<file path="config.mk">
export PLATFORM = sky130hd
export DESIGN_NAME = uart_tx_arbiter
export DESIGN_NICKNAME = d
export VERILOG_FILES = /design/src/rtl/uart_tx_arbiter_pkg.sv /design/src/rtl/uart_rr_pick.sv /design/src/rtl/uart_tx_arbiter.sv
export SDC_FILE = /design/constraint.sdc
export NUM_CORES = 1
export LEC_CHECK = 0
export ABC_AREA = 0
export BUFFER_PORTS_ARGS = -buffer_cell sky130_fd_sc_hd__buf_2
export CORE_ASPECT_RATIO = 0.9
export CORE_UTILIZATION = 40
export DETAILED_ROUTE_END_ITERATION = 16
export PLACE_DENSITY = 0.71
export SLEW_MARGIN = 25
export SYNTH_ARGS = -nofsm -noshare
export SYNTH_HDL_FRONTEND = slang
export SYNTH_HIERARCHICAL = 1
export SYNTH_SLANG_ARGS = --single-unit
</file>
<file path="constraint.sdc">
create_clock -name clk -period 5.35 [get_ports clk]
set_input_delay 0.535 -clock clk [delete_from_list [all_inputs] [get_ports clk]]
set_output_delay 0.535 -clock clk [all_outputs]
set_load 0.01 [all_outputs]
</file>
<file path="src/rtl/uart_tx_arbiter_pkg.sv">
// Shared definitions for the UART transmit arbiter: FSM states, frame constants, tag builder.
// Optional tag-frame feature is selected by UART_TX_ARB_TAG_EN.
package uart_tx_arbiter_pkg;

  localparam logic [3:0] UART_TAG_HI     = 4'hA;
  localparam int         UART_FRAME_BITS = 10;

`ifdef UART_TX_ARB_TAG_EN
  typedef enum logic [2:0] {
    S_IDLE,
    S_START,
    S_WAIT_BUSY,
    S_WAIT_DONE,
    S_TAG_START,
    S_TAG_WAIT_BUSY,
    S_TAG_WAIT_DONE
  } state_t;
`else
  typedef enum logic [1:0] {
    S_IDLE,
    S_START,
    S_WAIT_BUSY,
    S_WAIT_DONE
  } state_t;
`endif

  function automatic logic [7:0] tag_byte(input logic [2:0] idx);
    return {UART_TAG_HI, 1'b0, idx};
  endfunction

endpackage

</file>
<file path="src/rtl/uart_rr_pick.sv">
// Combinational round-robin pick: first valid requester at or after rr_ptr, wrapping.
// Pure logic, zero latency; no backpressure of its own.
module uart_rr_pick #(
  parameter int NUM_REQ = 4,
  parameter int IDX_W   = 2
) (
  input  logic [NUM_REQ-1:0] req_valid,
  input  logic [IDX_W-1:0]   rr_ptr,
  output logic               found,
  output logic [IDX_W-1:0]   winner
);

  logic [IDX_W:0] sum;

  // Walk offsets from farthest to nearest so the closest valid index wins last.
  always_comb begin
    winner = '0;
    sum    = '0;
    for (int k = NUM_REQ - 1; k >= 0; k--) begin
      sum = {1'b0, rr_ptr} + (IDX_W+1)'(k);
      if (sum >= (IDX_W+1)'(NUM_REQ)) sum = sum - (IDX_W+1)'(NUM_REQ);
      if (req_valid[sum[IDX_W-1:0]]) winner = sum[IDX_W-1:0];
    end
  end

  assign found = |req_valid;

endmodule

</file>
<file path="src/rtl/uart_tx_arbiter.sv">
// Round-robin share of one UART transmitter among NUM_REQ byte sources; ack/tx_start one cycle after grant.
// Grants only while tx_busy is low; UART_TX_ARB_TAG_EN prefixes each byte with a tag frame.
module uart_tx_arbiter
  import uart_tx_arbiter_pkg::*;
#(
  parameter int NUM_REQ = 4,
  parameter int IDX_W   = 2,
  parameter int BUSY_TO = 4
) (
  input  logic                 clk,
  input  logic                 reset,
  input  logic [NUM_REQ-1:0]   req_valid,
  input  logic [8*NUM_REQ-1:0] req_data,
  output logic [NUM_REQ-1:0]   req_ack,
  output logic [7:0]           tx_data,
  output logic                 tx_start,
  input  logic                 tx_busy,
  output logic [IDX_W-1:0]     grant_idx,
  output logic                 arb_busy,
  output logic                 tx_err
);

  localparam int TW = $clog2(BUSY_TO + 1);

  state_t           state;
  logic [IDX_W-1:0] rr_ptr;
  logic [TW-1:0]    timer;
  logic             found;
  logic [IDX_W-1:0] winner;
  logic [7:0]       req_byte [NUM_REQ];
`ifdef UART_TX_ARB_TAG_EN
  logic [7:0]       data_hold;
`endif

  for (genvar i = 0; i < NUM_REQ; i++) begin : g_byte
    assign req_byte[i] = req_data[8*i +: 8];
  end

  uart_rr_pick #(
    .NUM_REQ (NUM_REQ),
    .IDX_W   (IDX_W)
  ) u_pick (
    .req_valid (req_valid),
    .rr_ptr    (rr_ptr),
    .found     (found),
    .winner    (winner)
  );

  assign arb_busy = (state != S_IDLE);

  always_ff @(posedge clk) begin
    if (!reset) begin
      state     <= S_IDLE;
      rr_ptr    <= '0;
      timer     <= '0;
      req_ack   <= '0;
      tx_start  <= 1'b0;
      tx_data   <= 8'h00;
      grant_idx <= '0;
      tx_err    <= 1'b0;
`ifdef UART_TX_ARB_TAG_EN
      data_hold <= 8'h00;
`endif
    end else begin
      req_ack  <= '0;
      tx_start <= 1'b0;
      tx_err   <= 1'b0;
      case (state)
        S_IDLE: begin
          if (!tx_busy && found) begin
            grant_idx <= winner;
            rr_ptr    <= (winner == IDX_W'(NUM_REQ - 1)) ? '0 : winner + 1'b1;
            req_ack   <= NUM_REQ'(1) << winner;
            tx_start  <= 1'b1;
`ifdef UART_TX_ARB_TAG_EN
            tx_data   <= tag_byte(3'(winner));
            data_hold <= req_byte[winner];
            state     <= S_TAG_START;
`else
            tx_data   <= req_byte[winner];
            state     <= S_START;
`endif
          end
        end
        S_START: begin
          timer <= '0;
          state <= S_WAIT_BUSY;
        end
        // timer == BUSY_TO-2 here means tx_start was BUSY_TO-1 cycles ago
        S_WAIT_BUSY: begin
          if (tx_busy) begin
            state <= S_WAIT_DONE;
          end else if (timer == TW'(BUSY_TO - 2)) begin
            tx_err <= 1'b1;
            state  <= S_IDLE;
          end else begin
            timer <= timer + 1'b1;
          end
        end
        S_WAIT_DONE: begin
          if (!tx_busy) state <= S_IDLE;
        end
`ifdef UART_TX_ARB_TAG_EN
        S_TAG_START: begin
          timer <= '0;
          state <= S_TAG_WAIT_BUSY;
        end
        S_TAG_WAIT_BUSY: begin
          if (tx_busy) begin
            state <= S_TAG_WAIT_DONE;
          end else if (timer == TW'(BUSY_TO - 2)) begin
            tx_err <= 1'b1;
            state  <= S_IDLE;
          end else begin
            timer <= timer + 1'b1;
          end
        end
        S_TAG_WAIT_DONE: begin
          if (!tx_busy) begin
            tx_data  <= data_hold;
            tx_start <= 1'b1;
            state    <= S_START;
          end
        end
`endif
        default: state <= S_IDLE;
      endcase
    end
  end

endmodule

</file>
Word-level counts from Yosys, hierarchy flattened
Cells that the tools add are included.
{ "word_totals": {"ff_bits": 23, "latch_bits": 0, "mem_bits_rw": 0, "romBits": 0, "inputBits": 39, "elab_cells": 82, "mem_count": 0} }
{ "classes": {"addsub": 9, "n_mul": 0, "n_div": 0, "magnitude_cmp": 9, "n_eq_ne": 10, "shift": 1, "n_mux": 30, "n_bitwise": 3, "n_reduce_logical": 12} }
{ "op_table": {"columns": ["cell", "n"], "rows": [
  ["$mux W2", 13],
  ["$bmux W8 S2", 1],
  ["$mux W8", 2],
  ["$ge A3 B3 Y1 const B", 4],
  ["$lt A2 B3 Y1 const B", 4],
  ["$reduce_and A3 Y1", 3],
  ["$bmux W1 S2", 4],
  ["$ne A2 B2 Y1 const B", 4],
  ["$pmux W2 S4", 1],
  ["$sub A2 B1 Y2 const B", 4],
  ["$add A2 B2 Y3 const B", 2],
  ["$eq A2 B2 Y1 const B", 3],
  ["$mux W1", 6],
  ["$mux W3", 2],
  ["$pmux W3 S2", 1],
  ["$reduce_and A2 Y1", 2],
  ["$reduce_bool A2 Y1", 2],
  ["$reduce_or A4 Y1", 1],
  ["$shl A1 B2 Y4 const A", 1],
  ["$add A2 B1 Y3 const B", 1],
  ["$add A3 B1 Y3 const B", 1],
  ["$eq A3 B2 Y1 const B", 1],
  ["$ge A2 B3 Y1 const B", 1],
  ["$ne A3 B3 Y1 const B", 1],
  ["other kinds (8)", 9]
]} }

Depth between registers and ports, before layout
{ "logic_depth": {"depth_word": 13, "depth_mapped": 8, "mapped_depth_nobuf": 7} }

Modules after synthesis
Netlist, hierarchy kept.
{ "by_module_without_submodules": {"columns": ["module", "instances", "cells_each", "area_each_um2", "seq_area_each_um2"], "rows": [
  ["uart_tx_arbiter", 1, 88, 1088.5, 460.4],
  ["uart_rr_pick", 1, 13, 77.6, 0.0]
]} }

Worst setup path before layout
No wires, ideal clock.
{ "synth_path": {"path_type": "input to register", "from": "in req_valid[3]", "to": "reg tx_data[3]", "setup_time_ns": 0.117, "t_arrival_ns": 1.922, "setup_slack_ns": 3.311, "cell_stages": 5, "path_buffers": 1, "cell_sequence": "mux2i_1 a211oi_2 buf_6 mux4_1 a22o_1"} }
{ "synth_via": {"elab_chain_len": 10} }
{ "synth_lines": {"columns": ["element", "line", "rtl"], "rows": [
  ["start, declared", "uart_tx_arbiter.sv:12", "input logic [NUM_REQ-1:0] req_valid,"],
  ["$bmux W1 S2", "uart_rr_pick.sv:22", "if (req_valid[sum[IDX_W-1:0]]) winner = sum[IDX_W-1:0];"],
  ["$mux W1 (implied by the code)", "uart_rr_pick.sv:22", null],
  ["$mux W2 (3 in series)", "uart_rr_pick.sv:22", null],
  ["$mux W2 (*)", "uart_rr_pick.sv:22", null],
  ["named net winner[0]", "uart_tx_arbiter.sv:29", "logic [IDX_W-1:0] winner;"],
  ["$not A2 Y3 (implied by the code) (*)", "uart_tx_arbiter.sv:80", "tx_data <= req_byte[winner];"],
  ["$bmux W8 S2 (*)", "uart_tx_arbiter.sv:80", null],
  ["$mux W8 (implied by the code) (*) (2 in series)", "uart_tx_arbiter.sv:80", null],
  ["end signal, assigned", "uart_tx_arbiter.sv:80", null],
  ["end, declared", "uart_tx_arbiter.sv:15", "output logic [7:0] tx_data,"]
]} }
Mark *: on every way through the listed nets, which the timed path passes. The rest lies on a longest branch. The select of a mux whose other input is x is not followed.
A chain may end at the register's enable or synchronous reset.

Worst setup path after layout
{ "layout_path": {"from": "reg rr_ptr[0]", "to": "reg tx_data[0]"} }
{ "layout_via": {"elab_chain_len": 13} }
{ "layout_lines": {"columns": ["element", "line", "rtl"], "rows": [
  ["start, declared", "uart_tx_arbiter.sv:26", "logic [IDX_W-1:0] rr_ptr;"],
  ["start signal, assigned", "uart_tx_arbiter.sv:72", "rr_ptr <= (winner == IDX_W'(NUM_REQ - 1)) ? '0 : winner + 1'b1;"],
  ["$add A2 B2 Y3", "uart_rr_pick.sv:20", "sum = {1'b0, rr_ptr} + (IDX_W+1)'(k);"],
  ["$ge A3 B3 Y1 / $sub A2 B1 Y2 (equally long branches)", "uart_rr_pick.sv:21", "if (sum >= (IDX_W+1)'(NUM_REQ)) sum = sum - (IDX_W+1)'(NUM_REQ);"],
  ["$mux W2", "uart_rr_pick.sv:21", null],
  ["$bmux W1 S2", "uart_rr_pick.sv:22", null],
  ["$mux W1 (implied by the code)", "uart_rr_pick.sv:22", null],
  ["$mux W2 (3 in series)", "uart_rr_pick.sv:22", null],
  ["$mux W2 (*)", "uart_rr_pick.sv:22", null],
  ["named net winner[1]", "uart_tx_arbiter.sv:29", null],
  ["$not A2 Y3 (implied by the code) (*)", "uart_tx_arbiter.sv:80", null],
  ["$bmux W8 S2 (*)", "uart_tx_arbiter.sv:80", null],
  ["$mux W8 (implied by the code) (*) (2 in series)", "uart_tx_arbiter.sv:80", null]
]} }
Marked as above.

==> reports/metrics.cfg <==
[status]
status = finished, final reports clean

[routing]
viasPerCell = 5.04
drc_errors = 0
drt_first_pass_iters = 4
drtIter0Drc = 47
wl_per_cell_um = 12.5
vias = 987
drtAntennaViolNets = 0
routed_wl_um = 2450

[global_route]
grt_pass1_wl_um = 3880
antenna_found_initial = 0
grt_pass1_vias = 966
grt_max_degree = 15
grt-ovfl-total = 0
grt_usage_pct = 16.7

[timing]
fin_skew_ns = 0.00331
timing.final.hold_violations = 0
max_slew_margin_pct = 40.5
fin_ws_ns = 3.19
fin_tns_setup_ns = 0
setup_viol = 0
drv_slew = 0
finalCritPeriodShare_pct = 40.3
tightest_slew_ns = 0.889
rsz0062_at_grt = false
period_needed_ns = 2.16
finalHoldWorstSlack_ns = 0.479
fmax_mhz = 464

[worst_setup_path]
cp_slowest_stage_delay_ns = 0.69
crit_path_end_kind = register
slowest_stage = nor2_1
startpoint_type = register
worstPathArrival_ns = 2.37
crit_chain = nor3b_1 > a211oi_1 > nor2_1 > mux4_1 > a22o_1
required_ns = 5.56
path_max_fanout = 14
crit_type = reg2reg

[synth]
postSynthCellCount = 101
ys_types = 33
synth.ff_latch_count = 23
seq_area_frac_synth_pct = 39.5
syn-cell-area_um2 = 1170
syn_nets = 143
yosys_warnings = 6
synth_area_per_cell_um2 = 11.5

[die]
core_area_um2 = 2750
die_area_um2 = 3140
ioPinCount = 56
initial_core_util_pct = 42.4
rows = 18
die_y_um = 53.2
dieWidth_um = 58.9

[clock_tree]
ctsHtreeMaxLevel = 1
root_buffer = clkbuf_4
cts_buffer_depth = 2
ctsHoldBuffers = 0
cts_setup_buffers = 0
clk_pin_slew_worst_paths_ns = 0.12
numCtsBuffers = 3
cts_tree = built
clock_latency_ns = 0.30
post_cts_resized = 0
cts_num_sinks = 23

[cells_and_area]
n_antenna_cell = 0
fillers = 265
mostFrequentLayoutCell = buf_2
layout-drive-gt1-share_pct = 42.3
area_delta_synth_final_pct = 26.6
fin_nets = 199
final_cell_mix = buf_2 (55), dfxtp_1 (23), a22o_1 (9)

[placement]
pre_cts_slack_ns = 2.96
dp_hpwl_um = 1910
io_buffers = 55
place_congestion = 0.821

[min_path]
hold_path.class = reg2reg

[power]
power_density_nw_per_um2 = 252
ir_drop_mv = 0.110
p_leak_nw = 0.728

[flow_run]
cap_violations = 0

[kinds of logic after synthesis]
| family | share of synthesized area (%) |
|---|---|
| AND/OR/NAND/NOR | 17.8 |
| multiplexers | 19.7 |
| AO/OA/AOI/OAI | 14.6 |
| buffers and inverters | 5.15 |
| adder cells (fa/ha/maj) | 3.22 |
| flip-flops | 39.5 |
[cells in the mapped netlist, drive strengths merged]
cell / count / area [um^2]
dfxtp: 23 / 460
a22o: 10 / 88.8
nand2: 9 / 43.8
mux4: 8 / 210
nor2: 8 / 30.0
nand2b: 5 / 31.3
buf: 4 / 45.0
a21oi: 3 / 15.0
ha: 3 / 37.5
inv: 3 / 11.3
a211oi: 2 / 20.0
and3: 2 / 12.5
mux2i: 2 / 20.0
nand3: 2 / 10.0
nor2b: 2 / 12.5
nor3: 2 / 10.0
nor3b: 2 / 15.0
a21boi: 1 / 7.51
and2: 1 / 6.26
clkbuf: 1 / 3.75
nor4: 1 / 6.26
nor4b: 1 / 23.8
o211a: 1 / 10.0
o21a: 1 / 7.51
o21ai: 1 / 5.00
o31a: 1 / 8.76
o31ai: 1 / 7.51
or2: 1 / 6.26
[final timing paths]
kind | start | end | slack [ns] | cells after the start
max reg2reg | rr_ptr[0] | tx_data[0] | 3.19 | 5
max | rr_ptr[0] | tx_data[0] | 3.19 | 5
min reg2reg | grant_idx[0] | grant_idx[0] | 0.48 | 2
min | grant_idx[0] | grant_idx[0] | 0.48 | 2
[sequential cells by signal (all words and copies together), names as in the netlist]
name,cells
grant_idx,2
tx_data,8
tx_start,1
timer,3
tx_err,1
req_ack,4
state,2
rr_ptr,2
[final cells by class]
type	instances	area (um^2)	share of cell area [%]
timing repair buffer	56	283	19.2
clock buffer	4	26.3	1.78
tap	40	50.0	3.39
multi-input combinational	70	646	43.7
sequential	23	460	31.2
inverter	3	11.3	0.763
[power breakdown]
part | leakage (nW) | internal, mW | total [mW] | switching (mW)
combinational | 0.525 | 0.0530 | 0.0966 | 0.0436
sequential | 0.188 | 0.185 | 0.197 | 0.0116
clock | 0.0150 | 0.0290 | 0.0786 | 0.0496
total | 0.728 | 0.267 | 0.372 | 0.105
[per-layer routing]
layer / vias to the layer above / wire length [um] / GRT usage [%]
met4: 0 / 14 / 5.56
met3: 2 / 136 / 3.91
met5: - / 0 / 0
li1: 490 / - / -
met2: 39 / 1280 / 30.9
met1: 456 / 1020 / 18.7
[worst max-delay path, delay by kind of cell (launching register included)]
family             cells  cell delay, ns
AOI/OAI and AO/OA      2            0.30
and+or+nand+nor        2            0.92
muxes                  1            0.40
DFF                    1            0.44
[through the flow]
stage	utilization, %	power (mW)	instance area (um^2)	instances
floorplan	-	0.267	1170	101
global placement	52.8	0.294	1450	192
detailed placement	52.8	0.298	1450	192
CTS	53.7	0.376	1480	196
global route	53.7	0.393	1480	196
finish	53.7	0.372	1480	196
Power figures use the tool's default switching activity.
